==> config.mk <==
export PLATFORM = sky130hd
export DESIGN_NAME = uart_tx_fifo
export DESIGN_NICKNAME = d
export VERILOG_FILES = /design/src/rtl/uart_pkg.sv /design/src/rtl/uart_sync_fifo.sv /design/src/rtl/uart_tx_fifo.sv
export SDC_FILE = /design/constraint.sdc
export NUM_CORES = 1
export LEC_CHECK = 0
export ABC_AREA = 1
export BUFFER_PORTS_ARGS = -buffer_cell sky130_fd_sc_hd__clkbuf_2
export CORE_ASPECT_RATIO = 1.25
export CORE_MARGIN = 2
export CORE_UTILIZATION = 40
export CTS_CLUSTER_SIZE = 24
export DETAILED_ROUTE_END_ITERATION = 12
export GPL_TIMING_DRIVEN = 0
export SLEW_MARGIN = 10
export SYNTH_ARGS = -nofsm -noshare
export SYNTH_HDL_FRONTEND = slang
export SYNTH_SLANG_ARGS = --single-unit
==> constraint.sdc <==
create_clock -name clk -period 4.3 [get_ports clk]
set_clock_uncertainty 0.1 [all_clocks]
set_input_delay 0.43 -clock clk [delete_from_list [all_inputs] [get_ports clk]]
set_output_delay 0.43 -clock clk [all_outputs]
set_load 0.01 [all_outputs]
==> src/rtl/uart_pkg.sv <==
// Shared definitions for the UART transmit FIFO: feeder FSM states and default sizing.
package uart_pkg;

    localparam int unsigned UART_TX_FIFO_DEPTH_DEFAULT  = 16;
    localparam int unsigned UART_TX_FIFO_ADDR_W_DEFAULT = 4;

    typedef enum logic [1:0] {
        IDLE   = 2'd0,
        LAUNCH = 2'd1,
        SEND   = 2'd2
    } feeder_state_t;

endpackage

==> src/rtl/uart_sync_fifo.sv <==
// Single-clock byte FIFO with registered full/empty/level; head byte is read combinationally.
module uart_sync_fifo
    import uart_pkg::*;
#(
    parameter int unsigned DEPTH  = UART_TX_FIFO_DEPTH_DEFAULT,
    parameter int unsigned ADDR_W = UART_TX_FIFO_ADDR_W_DEFAULT
) (
    input  logic            clk,
    input  logic            rst,
    input  logic            i_push,
    input  logic [7:0]      i_wr_data,
    input  logic            i_pop,
    output logic [7:0]      o_head_c,
    output logic            o_full,
    output logic            o_empty,
    output logic [ADDR_W:0] o_level
);

    localparam int unsigned LVL_W = ADDR_W + 1;

    logic [7:0]        r_mem [DEPTH];
    logic [ADDR_W-1:0] r_wr_ptr;
    logic [ADDR_W-1:0] r_rd_ptr;
    logic [ADDR_W:0]   r_level;
    logic              r_full;
    logic              r_empty;
    logic [ADDR_W:0]   w_level_next;
    logic              w_push_ok;
    logic              w_pop_ok;

    // A write into a full FIFO is lost even if a pop frees a slot in the same cycle.
    assign w_push_ok = i_push & ~r_full;
    assign w_pop_ok  = i_pop & ~r_empty;

    // Next occupancy; a simultaneous push and pop cancel out.
    always_comb begin
        w_level_next = r_level;
        case ({w_push_ok, w_pop_ok})
            2'b10:   w_level_next = r_level + LVL_W'(1);
            2'b01:   w_level_next = r_level - LVL_W'(1);
            default: w_level_next = r_level;
        endcase
    end

    // Storage write; the array itself is not reset, only the pointers.
    always_ff @(posedge clk) begin
        if (!rst && w_push_ok) begin
            r_mem[r_wr_ptr] <= i_wr_data;
        end
    end

    // Pointers wrap naturally at DEPTH; flags are registered from the next level.
    always_ff @(posedge clk) begin
        if (rst) begin
            r_wr_ptr <= '0;
            r_rd_ptr <= '0;
            r_level  <= '0;
            r_full   <= 1'b0;
            r_empty  <= 1'b1;
        end else begin
            if (w_push_ok) begin
                r_wr_ptr <= r_wr_ptr + ADDR_W'(1);
            end
            if (w_pop_ok) begin
                r_rd_ptr <= r_rd_ptr + ADDR_W'(1);
            end
            r_level <= w_level_next;
            r_full  <= (w_level_next == LVL_W'(DEPTH));
            r_empty <= (w_level_next == '0);
        end
    end

    assign o_head_c = r_mem[r_rd_ptr];
    assign o_full   = r_full;
    assign o_empty  = r_empty;
    assign o_level  = r_level;

endmodule

==> src/rtl/uart_tx_fifo.sv <==
// Byte FIFO feeding a UART transmitter through a begin/busy handshake.
// Optional feature macro UART_TX_FIFO_OVERFLOW_EN adds a sticky overflow output.
module uart_tx_fifo
    import uart_pkg::*;
#(
    parameter int unsigned DEPTH  = UART_TX_FIFO_DEPTH_DEFAULT,
    parameter int unsigned ADDR_W = UART_TX_FIFO_ADDR_W_DEFAULT
) (
    input  logic            clk,
    input  logic            rst,
    input  logic            wr_en,
    input  logic [7:0]      wr_data,
    output logic            full,
    output logic            empty,
    output logic [ADDR_W:0] level,
    output logic            tx_begin,
    output logic [7:0]      tx_data,
    input  logic            tx_busy
`ifdef UART_TX_FIFO_OVERFLOW_EN
    ,
    output logic            overflow
`endif
);

    feeder_state_t   r_state;
    feeder_state_t   w_state_next;
    logic            r_tx_begin;
    logic [7:0]      r_tx_data;
    logic            w_pop;
    logic            w_begin_next;
    logic [7:0]      w_head;
    logic            w_full;
    logic            w_empty;
    logic [ADDR_W:0] w_level;

    uart_sync_fifo #(
        .DEPTH  (DEPTH),
        .ADDR_W (ADDR_W)
    ) u_fifo (
        .clk       (clk),
        .rst       (rst),
        .i_push    (wr_en),
        .i_wr_data (wr_data),
        .i_pop     (w_pop),
        .o_head_c  (w_head),
        .o_full    (w_full),
        .o_empty   (w_empty),
        .o_level   (w_level)
    );

    // Feeder next-state: pop only when the transmitter is idle, hold data until back in IDLE.
    always_comb begin
        w_state_next = r_state;
        w_pop        = 1'b0;
        case (r_state)
            IDLE: begin
                if (!w_empty && !tx_busy) begin
                    w_pop        = 1'b1;
                    w_state_next = LAUNCH;
                end
            end
            LAUNCH: begin
                if (tx_busy) begin
                    w_state_next = SEND;
                end
            end
            SEND: begin
                if (!tx_busy) begin
                    w_state_next = IDLE;
                end
            end
            default: w_state_next = IDLE;
        endcase
        w_begin_next = (w_state_next == LAUNCH);
    end

    // Feeder state and registered transmitter-facing outputs.
    always_ff @(posedge clk) begin
        if (rst) begin
            r_state    <= IDLE;
            r_tx_begin <= 1'b0;
            r_tx_data  <= 8'h00;
        end else begin
            r_state    <= w_state_next;
            r_tx_begin <= w_begin_next;
            if (w_pop) begin
                r_tx_data <= w_head;
            end
        end
    end

    assign tx_begin = r_tx_begin;
    assign tx_data  = r_tx_data;
    assign full     = w_full;
    assign empty    = w_empty;
    assign level    = w_level;

`ifdef UART_TX_FIFO_OVERFLOW_EN
    logic r_overflow;

    // Sticky record of any write dropped because the FIFO was full.
    always_ff @(posedge clk) begin
        if (rst) begin
            r_overflow <= 1'b0;
        end else if (wr_en && w_full) begin
            r_overflow <= 1'b1;
        end
    end

    assign overflow = r_overflow;
`endif

endmodule
==> run metrics, run 1 <==
outcome=complete, no violations; crit path DAT=2.40 ns; row cnt=51; DR vias=4229; total CTS buffers=17; asr flop ratio synth=0%; GRT Overall Usage=20.72%; area share of the largest cell type after synthesis=60.37%; Pwr Total=3858 uW; main flop type after synthesis=edfxtp_1; CTS-repair resized insts=0; DRC Markers=0; H-tree depth reported by CTS=4; Max Clock Freq=453.6 MHz; synth top area cells=edfxtp_1 60%, dfxtp_1 8.2%, nor2_1 6.4%; area of the multi-input gates=0.001758 sq mm; Slowest cell on crit path=dfxtp_1; Worst-Margin Slew=0.8587 ns; Reg-to-Reg Start=r_state[1]$_SDFF_PP0_; Mean Syn Cell Area=11.70 sq um; Cells on Worst Hold Path=2; post-synth net total=563; crit path launch type=register; 1st-pass router iterations=6; final hold slack=0.1567 ns; post-route setup slack=2.096 ns; die width=116.9 microns; Routed WL=16.42 mm; Max stage delay on crit path=0.34 ns; CTS tree=built; register area=0.004364 sq mm; most frequent cells after synthesis=128 x edfxtp_1, 108 x nor2_1, 40 x o21ai_0; R2R Setup Slk=2.10 ns; kind of critical path=reg -> reg; drt wl/cell=20.15 microns; count leader, synth=edfxtp_1; Clock power frac=42.8%; switching share of power=25.64%; Tcrit/Tclk final=51.27%; IO Count=28; PD cells=516.7 mW/mm^2; Comb power frac=13.5%; Die H=145.1 microns; Net Switching=989.3 uW; share of layout cells above drive strength 1=17.58%; part of the Yosys area used for sequential elements=68.54%; Area Growth Syn to Fin=17.25%; Setup TNS=0 ns; minimum clock period=2.204 ns; Slew Viols, Final=0; CP Buf/Inv Count=3; Syn Inst Count=544; first-pass GRT wire length=25.25 mm; GP Congestion=0.8759; Mapped Area=0.006367 sq mm; Post-CTS Setup Inserts=0; CTS Buffer Depth=2; max_cap viols=0; full die area=0.01695 sq mm; largest net degree at the start of global routing=17; Fillers=1433; Worst Setup End Kind=register; post-DP HPWL=11.04 mm; pre-CTS setup slack=1.774 ns; Hold Vio Cnt, Final=0; Hold Path End=u_fifo.r_rd_ptr[0]$_SDFFE_PP0P_; final net count=609; Core ar.=0.01557 sq mm; Routed Antenna Nets=0; Internal=2869 uW; Yosys top cell by area=edfxtp_1; worst vdd ir=253.9 uV; CTS root buf=clkbuf_16; Ys Warns=0; hold_buf cts=0; PortBufs=27; worst min-delay path startpoint=rst; critical path required time=4.50 ns; clk_lat worst skew=0.43 ns; Hold Path Class=in -> reg; Final setup viols=0; R2R cell count=14; RSZ-0062 raised after global routing=false; most frequent CP cell=nand2_1; # clock sinks=154; P_leak=0.002632 uW; family with the most delay on the worst path=simple AND/OR/NAND/NOR gates; gr ovfl total=0; diodes inserted=0; Critical Path, Cell by Cell=nor2_4 > nand2_4 > clkinv_2 > buf_2 > ha_1 > a21oi_1 > inv_1 > nand3_1 > nand2_1 > nand3_1 > nand2_1 > nand2_1 > nand3_1 > nand2_1; 1st-iter DRT viols=332; worst reg2reg endpoint=u_fifo.o_empty$_SDFF_PP1_; vias in the first global route=4362; Initial Util=40.90%; Vias/cell=5.189; CP max FO=10; number of synthesized flops with an enable pin=128; clock-pin slew on the worst setup and hold paths=0.06 ns; Sequential Power Share=43.7%; #FFs+latches synth=154; initial antenna violation count=0; Slew headroom=42.44%; post-synth cell types=29
==> layout by cell type (no fill, tap or decap), drive strengths merged <==
cell type	n
xor2	1
clkbuf	51
o211ai	37
o21ai	71
a21oi	10
dfxtp	26
edfxtp	128
clkinv	9
nand4	4
buf	23
nand3	38
nand2	34
nand3b	1
clkinvlp	1
nor2	112
bufinv	5
ha	7
nor3	11
o221ai	4
inv	30
==> per-layer routing <==
| layer | wire length [microns] | GRT usage (%) | share of wire, % | vias up |
|---|---|---|---|---|
| li1 | - | - | - | 2057 |
| met1 | 6729 | 25.73 | 41 | 2019 |
| met2 | 8448 | 34.65 | 51 | 121 |
| met3 | 654 | 3.509 | 4.0 | 32 |
| met4 | 589 | 9.882 | 3.6 | 0 |
| met5 | 0 | 0 | 0 | - |
==> stage by stage <==
step	instances	cell area, sq um	utilization, %
after floorplan	544	6367	-
after global placement	783	6768	43.47
after detailed placement	783	6788	43.60
after CTS	815	7446	47.82
after global routing	815	7466	47.95
final	815	7466	47.95
==> worst reg2reg max path, stage by stage (launching register included) <==
cell,delay (ns)
dfxtp_1,0.34
nor2_4,0.22
nand2_4,0.10
clkinv_2,0.08
buf_2,0.23
ha_1,0.26
a21oi_1,0.11
inv_1,0.11
nand3_1,0.10
nand2_1,0.09
nand3_1,0.07
nand2_1,0.08
nand2_1,0.05
nand3_1,0.07
nand2_1,0.06
==> worst max-delay path by stage <==
stage	cells past startpoint	startpoint	end	slack, ns
detailed placement	3	rst	u_fifo.r_mem[11][7]$_DFFE_PP_	1.77
finish	14	r_state[1]$_SDFF_PP0_	u_fifo.o_empty$_SDFF_PP1_	2.10
floorplan	10	tx_busy	u_fifo.o_full$_SDFF_PP0_	2.37
global placement	3	rst	u_fifo.r_mem[7][4]$_DFFE_PP_	1.74
global route	14	r_state[1]$_SDFF_PP0_	u_fifo.o_empty$_SDFF_PP1_	1.90
CTS	5	u_fifo.o_full$_SDFF_PP0_	u_fifo.r_mem[10][3]$_DFFE_PP_	1.95
==> registers in the layout (all words and copies together) (netlist names) <==
name,flops
u_fifo.r_wr_ptr,4
tx_data,8
u_fifo.r_rd_ptr,4
u_fifo.o_full,1
u_fifo.o_empty,1
tx_begin,1
u_fifo.o_level,5
r_state,2
u_fifo.r_mem,128
==> power groups by stage <==
stage	clock network [uW]	logic, uW	registers (uW)
after floorplan	0	318	1720
after global placement	0	508	1710
after detailed placement	0	518	1720
after CTS	1660	523	1680
after global routing	1730	570	1690
final	1650	520	1690
==> cell type report <==
| cell class | instances | area share (%) |
|---|---|---|
| sequential | 154 | 58.45 |
| multi-input combinational | 330 | 23.55 |
| clock buffer | 18 | 5.882 |
| tap | 212 | 3.553 |
| clock inverter | 14 | 2.933 |
| buffer | 29 | 2.246 |
| timing repair buffer | 27 | 1.810 |
| inverter | 31 | 1.575 |
==> cells by family after synthesis <==
group                    after synthesis  synth area share, %
AND/OR/NAND/NOR                      200                14.19
XOR/XNOR                               1               0.1376
adder cells (fa/ha/maj)                7                1.375
AO/OA/AOI/OAI                        122                11.28
flip-flops                           154                68.54
buffers and inverters                 60                4.480
Note: power is estimated with default switching activity, not from simulation.
==> run 2: changes to the inputs <==
Settings changed: ABC_AREA 1 to 0.
Clock period 4.3 ns to 2 ns, I/O delays scaled along.
==> run metrics, run 2 <==
clk_lat worst skew=0.42 ns (about the same); Core ar.=0.01501 sq mm (-3.6%); Max Clock Freq=354.1 MHz (-22%); Fillers=1127 (-21%); H-tree depth reported by CTS=4 (unchanged); drt wl/cell=21.24 microns (+5.4%); #FFs+latches synth=154 (unchanged); GP Congestion=0.7843 (-10%); R2R cell count=11 (-3); Vias/cell=5.400 (+4.1%); post-synth net total=384 (-32%); Post-Layout Inst Area=0.008003 sq mm (+7.2%); Die H=142.5 microns (-1.7%); asr flop ratio synth=0% (unchanged); post-synth cell types=44 (+52%); Worst Setup End Kind=register; register area=0.004368 sq mm (about the same); worst vdd ir=671.3 uV (+160%); clock-pin slew on the worst setup and hold paths=0.06 ns (about the same); area of the multi-input gates=0.002004 sq mm (+14%); area share of the largest cell type after synthesis=62.59% (+2.2 points); CTS tree=built; Mean Syn Cell Area=16.82 sq um (+44%); main flop type after synthesis=edfxtp_1; max_cap viols=0 (unchanged); Slowest cell on crit path=or4_4; Setup crit end=u_fifo.o_empty$_SDFF_PP1_; Hold Vio Cnt, Final=0 (unchanged); Yosys top cell by area=edfxtp_1; number of synthesized flops with an enable pin=128 (unchanged); share of layout cells above drive strength 1=44.32% (+27 points); Tcrit/Tclk final=141.2% (+90 points); max reg flops=128 (unchanged); 1st-iter DRT viols=303 (-8.7%); PD cells=1068 mW/mm^2 (+110%); Routed Antenna Nets=0 (unchanged); Syn Inst Count=365 (-33%); DRC Markers=0 (unchanged); Worst-Margin Slew=0.9690 ns (+0.1103 ns); Ys Warns=0 (unchanged); row cnt=50 (-2.0%); CP max FO=2 (-8); P_leak=0.002631 uW (about the same); Routed WL=13.59 mm (-17%); Area Growth Syn to Fin=30.32%; PortBufs=26 (-3.7%); Slew Viols, Final=0 (unchanged); Hold Path Class=in -> reg; commonest cells after routing, fill and taps aside=128 x edfxtp_1, 32 x mux4_2, 29 x clkbuf_2; count leader, synth=edfxtp_1; DR vias=3456 (-18%); outcome=finished with violations; first-pass GRT wire length=20.11 mm (-20%); Pwr Total=8544 uW (+120%); Reg with most FFs=u_fifo.r_mem; gr ovfl total=0 (unchanged); Critical Path, Cell by Cell=or4_4 > clkinv_4 > buf_8 > nand2_4 > xnor2_4 > ha_4 > or3b_4 > or3_4 > buf_4 > a22oi_2 > a31o_1; Critical path origin=r_state[0]$_SDFF_PP0_; final net count=465 (-24%); area post-placement=0.006560 sq mm (-3.4%); initial antenna violation count=0 (unchanged); # clock sinks=154 (unchanged); Reg-to-Reg Start=r_state[0]$_SDFF_PP0_; crit path DAT=3.07 ns (+0.67 ns); part of the Yosys area used for sequential elements=71.07% (+2.5 points); 1st-pass router iterations=4 (-2); CTS Buffer Depth=2 (unchanged); kind of critical path=reg -> reg; vias in the first global route=3523 (-19%); CTS root buf=clkbuf_16; Final setup viols=136 (+136); Slew headroom=35.16% (-7.3 points); total CTS buffers=17 (unchanged); Cells on Worst Hold Path=2 (unchanged); failing checks=setup timing; worst min-delay path startpoint=rst; largest net degree at the start of global routing=17 (unchanged); Max stage delay on crit path=0.55 ns (+0.21 ns); minimum clock period=2.824 ns (+0.6197 ns); full die area=0.01637 sq mm (-3.4%); synth top area cells=edfxtp_1 63%, mux4_2 12%, dfxtp_1 8.5%; R2R Setup Slk=-0.82 ns (-2.92 ns); GRT Overall Usage=17.30% (-3.4 points); Mapped Area=0.006141 sq mm (-3.6%); crit path launch type=register; IO Count=28 (unchanged); commonest non-fill, non-tap cell in the layout=edfxtp_1; critical path required time=2.25 ns (-2.25 ns); die width=114.8 microns (-1.7%); diodes inserted=0 (unchanged); post-DP HPWL=8.522 mm (-23%); RSZ-0062 raised after global routing=true; most frequent cells after synthesis=128 x edfxtp_1, 35 x nor2_1, 32 x mux4_2; post-route setup slack=-0.8241 ns (-2.920 ns); Initial Util=40.90% (about the same); worst reg2reg endpoint=u_fifo.o_empty$_SDFF_PP1_
==> run 2: changes by cell type after synthesis, sizes merged, moves of 23 or more <==
cell and change:
o211ai -36, mux4 +32, nand3 -38, o21ai -68
inv -23, nor2 -77
==> run 2: area by class of cell <==
class                           count  area share [%]
Timing Repair Buffer               64           7.536
Sequential cell                   154           54.58
Tap cell                          182           2.846
Multi-Input combinational cell    181           25.05
Clock buffer                       17           5.316
Buffer                             22           2.564
Inverter                            6          0.3752
Clock inverter                     14           1.735
==> run 2: worst min-delay path by stage <==
stage,end
detailed placement,r_state[0]$_SDFF_PP0_
finish,u_fifo.r_wr_ptr[1]$_SDFFE_PP0P_
floorplan,r_state[0]$_SDFF_PP0_
CTS,u_fifo.r_wr_ptr[1]$_SDFFE_PP0P_
global route,u_fifo.r_wr_ptr[1]$_SDFFE_PP0P_
global placement,r_state[0]$_SDFF_PP0_
==> run 2: cells by family (layout without fill, tap and decap cells) <==
| group | after synthesis | in the layout | synth area share (%) |
|---|---|---|---|
| muxes | 33 | 33 | 11.90 |
| buffers and inverters | 30 | 123 | 2.078 |
| adders and majority gates | 7 | 7 | 1.426 |
| AOI/OAI and AO/OA | 54 | 54 | 5.807 |
| and+or+nand+nor | 76 | 76 | 6.153 |
| DFF | 154 | 154 | 71.07 |
| xor gates and xnor gates | 11 | 11 | 1.569 |
==> run 2: worst max-delay path, delay by kind of cell, from the launching register on <==
family	cells	cell delay, ns
AND/OR/NAND/NOR	4	1.33
AO/OA/AOI/OAI	2	0.33
flip-flops	1	0.32
buffers and inverters	3	0.30
adder cells (fa/ha/maj)	1	0.22
XOR/XNOR	1	0.16
==> run 2: routing by layer <==
layer	track usage, %	routed length, microns	share of wire [%]	vias to the layer above
met5	0	0	0	-
met3	4.131	528	3.9	16
li1	-	-	-	1598
met1	20.18	5539	41	1757
met4	5.897	241	1.8	0
met2	31.11	7283	54	85
==> run 2: power by group <==
| group | switching, uW | internal, uW |
|---|---|---|
| clock | 1300 | 1730 |
| combinational | 868 | 956 |
| sequential | 95.6 | 3590 |
| total | 2260 | 6280 |
==> run 2: repair_timing <==
item | in CTS | in global routing
gates resized for setup | 77 | 27
endpoints found under the setup margin | 143 | 141
endpoints found under the hold margin | 3 | 0
hold buffers | 1 | 0
gates cloned | 1 | 1
pin swaps | 24 | 8
buffers inserted | 25 | 10
==> run 2: stage by stage <==
| stage | hold slack (ns) | instances | setup TNS, ns | setup slack, ns | util [%] |
|---|---|---|---|---|---|
| after floorplan | 0.1840 | 365 | -3.546 | -0.8160 | - |
| after global placement | 0.3143 | 573 | -72.33 | -1.001 | 43.69 |
| after detailed placement | 0.3234 | 573 | -73.52 | -1.050 | 43.69 |
| after CTS | 0.05743 | 630 | -16.75 | -0.9174 | 51.83 |
| after global routing | 0.09358 | 640 | -35.71 | -0.8977 | 53.30 |
| final | 0.08375 | 640 | -21.09 | -0.8241 | 53.30 |
==> run 3: changes to the inputs <==
Settings changed: HOLD_SLACK_MARGIN set to 0.1.
==> run metrics, run 3 (synthesis gave the netlist of run 2 again) <==
outcome=finished with violations; failing checks=setup timing; row cnt=50 (unchanged); Critical Path, Cell by Cell=or4_4 > clkinv_4 > buf_8 > nand2_4 > xnor2_4 > ha_4 > or3b_4 > or3_4 > buf_4 > a22oi_2 > a31o_1; Core ar.=0.01501 sq mm (unchanged); commonest non-fill, non-tap cell in the layout=edfxtp_1; CTS root buf=clkbuf_16; Routed WL=13.61 mm (+0.15%); die width=114.8 microns (unchanged); commonest cells after routing, fill and taps aside=128 x edfxtp_1, 32 x mux4_2, 29 x clkbuf_2; Hold Path Class=in -> reg; GP Congestion=0.7843 (unchanged); largest net degree at the start of global routing=17 (unchanged); share of layout cells above drive strength 1=44.23% (-0.097 points); vias in the first global route=3523 (unchanged); worst vdd ir=681.8 uV (+1.6%); clk_lat worst skew=0.42 ns (about the same); IO Count=28 (unchanged); Initial Util=40.90% (unchanged); initial antenna violation count=0 (unchanged); Max stage delay on crit path=0.55 ns (about the same); pre-CTS setup slack=-1.050 ns (unchanged); Final setup viols=136 (unchanged); full die area=0.01637 sq mm (unchanged); GRT Overall Usage=17.30% (unchanged); post-DP HPWL=8.522 mm (unchanged); first-pass GRT wire length=20.11 mm (unchanged); drt wl/cell=21.24 microns (about the same); PortBufs=26 (unchanged); Worst-Margin Slew=0.9615 ns (-0.007504 ns); Slew headroom=35.66% (+0.50 points); CTS Buffer Depth=2 (unchanged); Post-Layout Inst Area=0.008013 sq mm (+0.12%); P_leak=0.002635 uW (+0.16%); Die H=142.5 microns (unchanged); H-tree depth reported by CTS=4 (unchanged); diodes inserted=0 (unchanged); # clock sinks=154 (unchanged); CTS tree=built; minimum clock period=2.823 ns (-0.001387 ns); 1st-pass router iterations=4 (unchanged); Slew Viols, Final=0 (unchanged); PD cells=1067 mW/mm^2 (about the same); kind of critical path=reg -> reg; Max Clock Freq=354.3 MHz (about the same); Worst Setup End Kind=register; critical path required time=2.25 ns (about the same); Area Growth Syn to Fin=30.48%; DRC Markers=0 (unchanged); final hold slack=0.1455 ns (+0.06173 ns); RSZ-0062 raised after global routing=true; final net count=466 (+0.22%); area post-placement=0.006560 sq mm (unchanged); total CTS buffers=17 (unchanged); 1st-iter DRT viols=286 (-5.6%); max reg flops=128 (unchanged); post-route setup slack=-0.8228 ns (+0.001387 ns); Routed Antenna Nets=0 (unchanged); DR vias=3440 (-0.46%); crit path launch type=register; clock-pin slew on the worst setup and hold paths=0.07 ns (about the same); Tcrit/Tclk final=141.1% (about the same); crit path DAT=3.08 ns (about the same); Vias/cell=5.367 (-0.62%); gr ovfl total=0 (unchanged); Slowest cell on crit path=or4_4; Setup TNS=-21.45 ns (-0.3589 ns); CP max FO=2 (unchanged); family with the most delay on the worst path=simple AND/OR/NAND/NOR gates; Reg with most FFs=u_fifo.r_mem; max_cap viols=0 (unchanged); CP Buf/Inv Count=3 (unchanged); Hold Vio Cnt, Final=0 (unchanged)
[run 3: cell count changes in the layout (fill, tap and decap cells not counted)]
cell           delta
dlygate4sd3_1     +1
[run 3: timing repair]
item | CTS | global route
setup endpoints to repair | 143 | 141
pin swaps | 24 | 8
gates cloned | 1 | 1
hold buffers | 2 | 0
resized for setup | 77 | 27
buffers inserted | 25 | 10
hold endpoints to repair | 4 | 0
[run 3: layer usage]
metal	vias up	GRT usage (%)	part of all wire [%]
met5	-	0	0
met4	0	5.897	2.1
met3	20	4.131	4.2
met2	88	31.11	53
met1	1732	20.18	41
li1	1600	-	-
[run 3: per-stage QoR]
step	util [%]	power, uW	instances
floorplan	-	4643	365
global placement	43.69	4999	573
detailed placement	43.69	5023	573
CTS	51.90	8394	631
global route	53.37	8883	641
finish	53.37	8551	641
[run 3: report_power, final]
group          internal, uW  switching (uW)  total, uW
Sequential             3590            95.5       3690
Clock                  1730            1310       3040
Combinational           957             868       1830
[run 3: final cells by class]
class                   count  area [sq um]
multi-input cells         181          2004
fillers                  1126          7002
plain buffers              22         205.2
repair buffers             65         613.1
inverters                   6         30.03
well taps                 182         227.7
flip-flops and latches    154          4368
clock inverters            14         138.9
clock buffers              17         425.4
[run 3: path summary, 6_finish.rpt]
kind	start	to	slack, ns	cells past startpoint
worst max register to register	r_state[0]$_SDFF_PP0_	u_fifo.o_empty$_SDFF_PP1_	-0.82	11
worst min register to register	u_fifo.o_empty$_SDFF_PP1_	r_state[0]$_SDFF_PP0_	0.39	1
worst min-delay path	wr_data[6]	u_fifo.r_mem[13][6]$_DFFE_PP_	0.15	1
worst max-delay path	r_state[0]$_SDFF_PP0_	u_fifo.o_empty$_SDFF_PP1_	-0.82	11
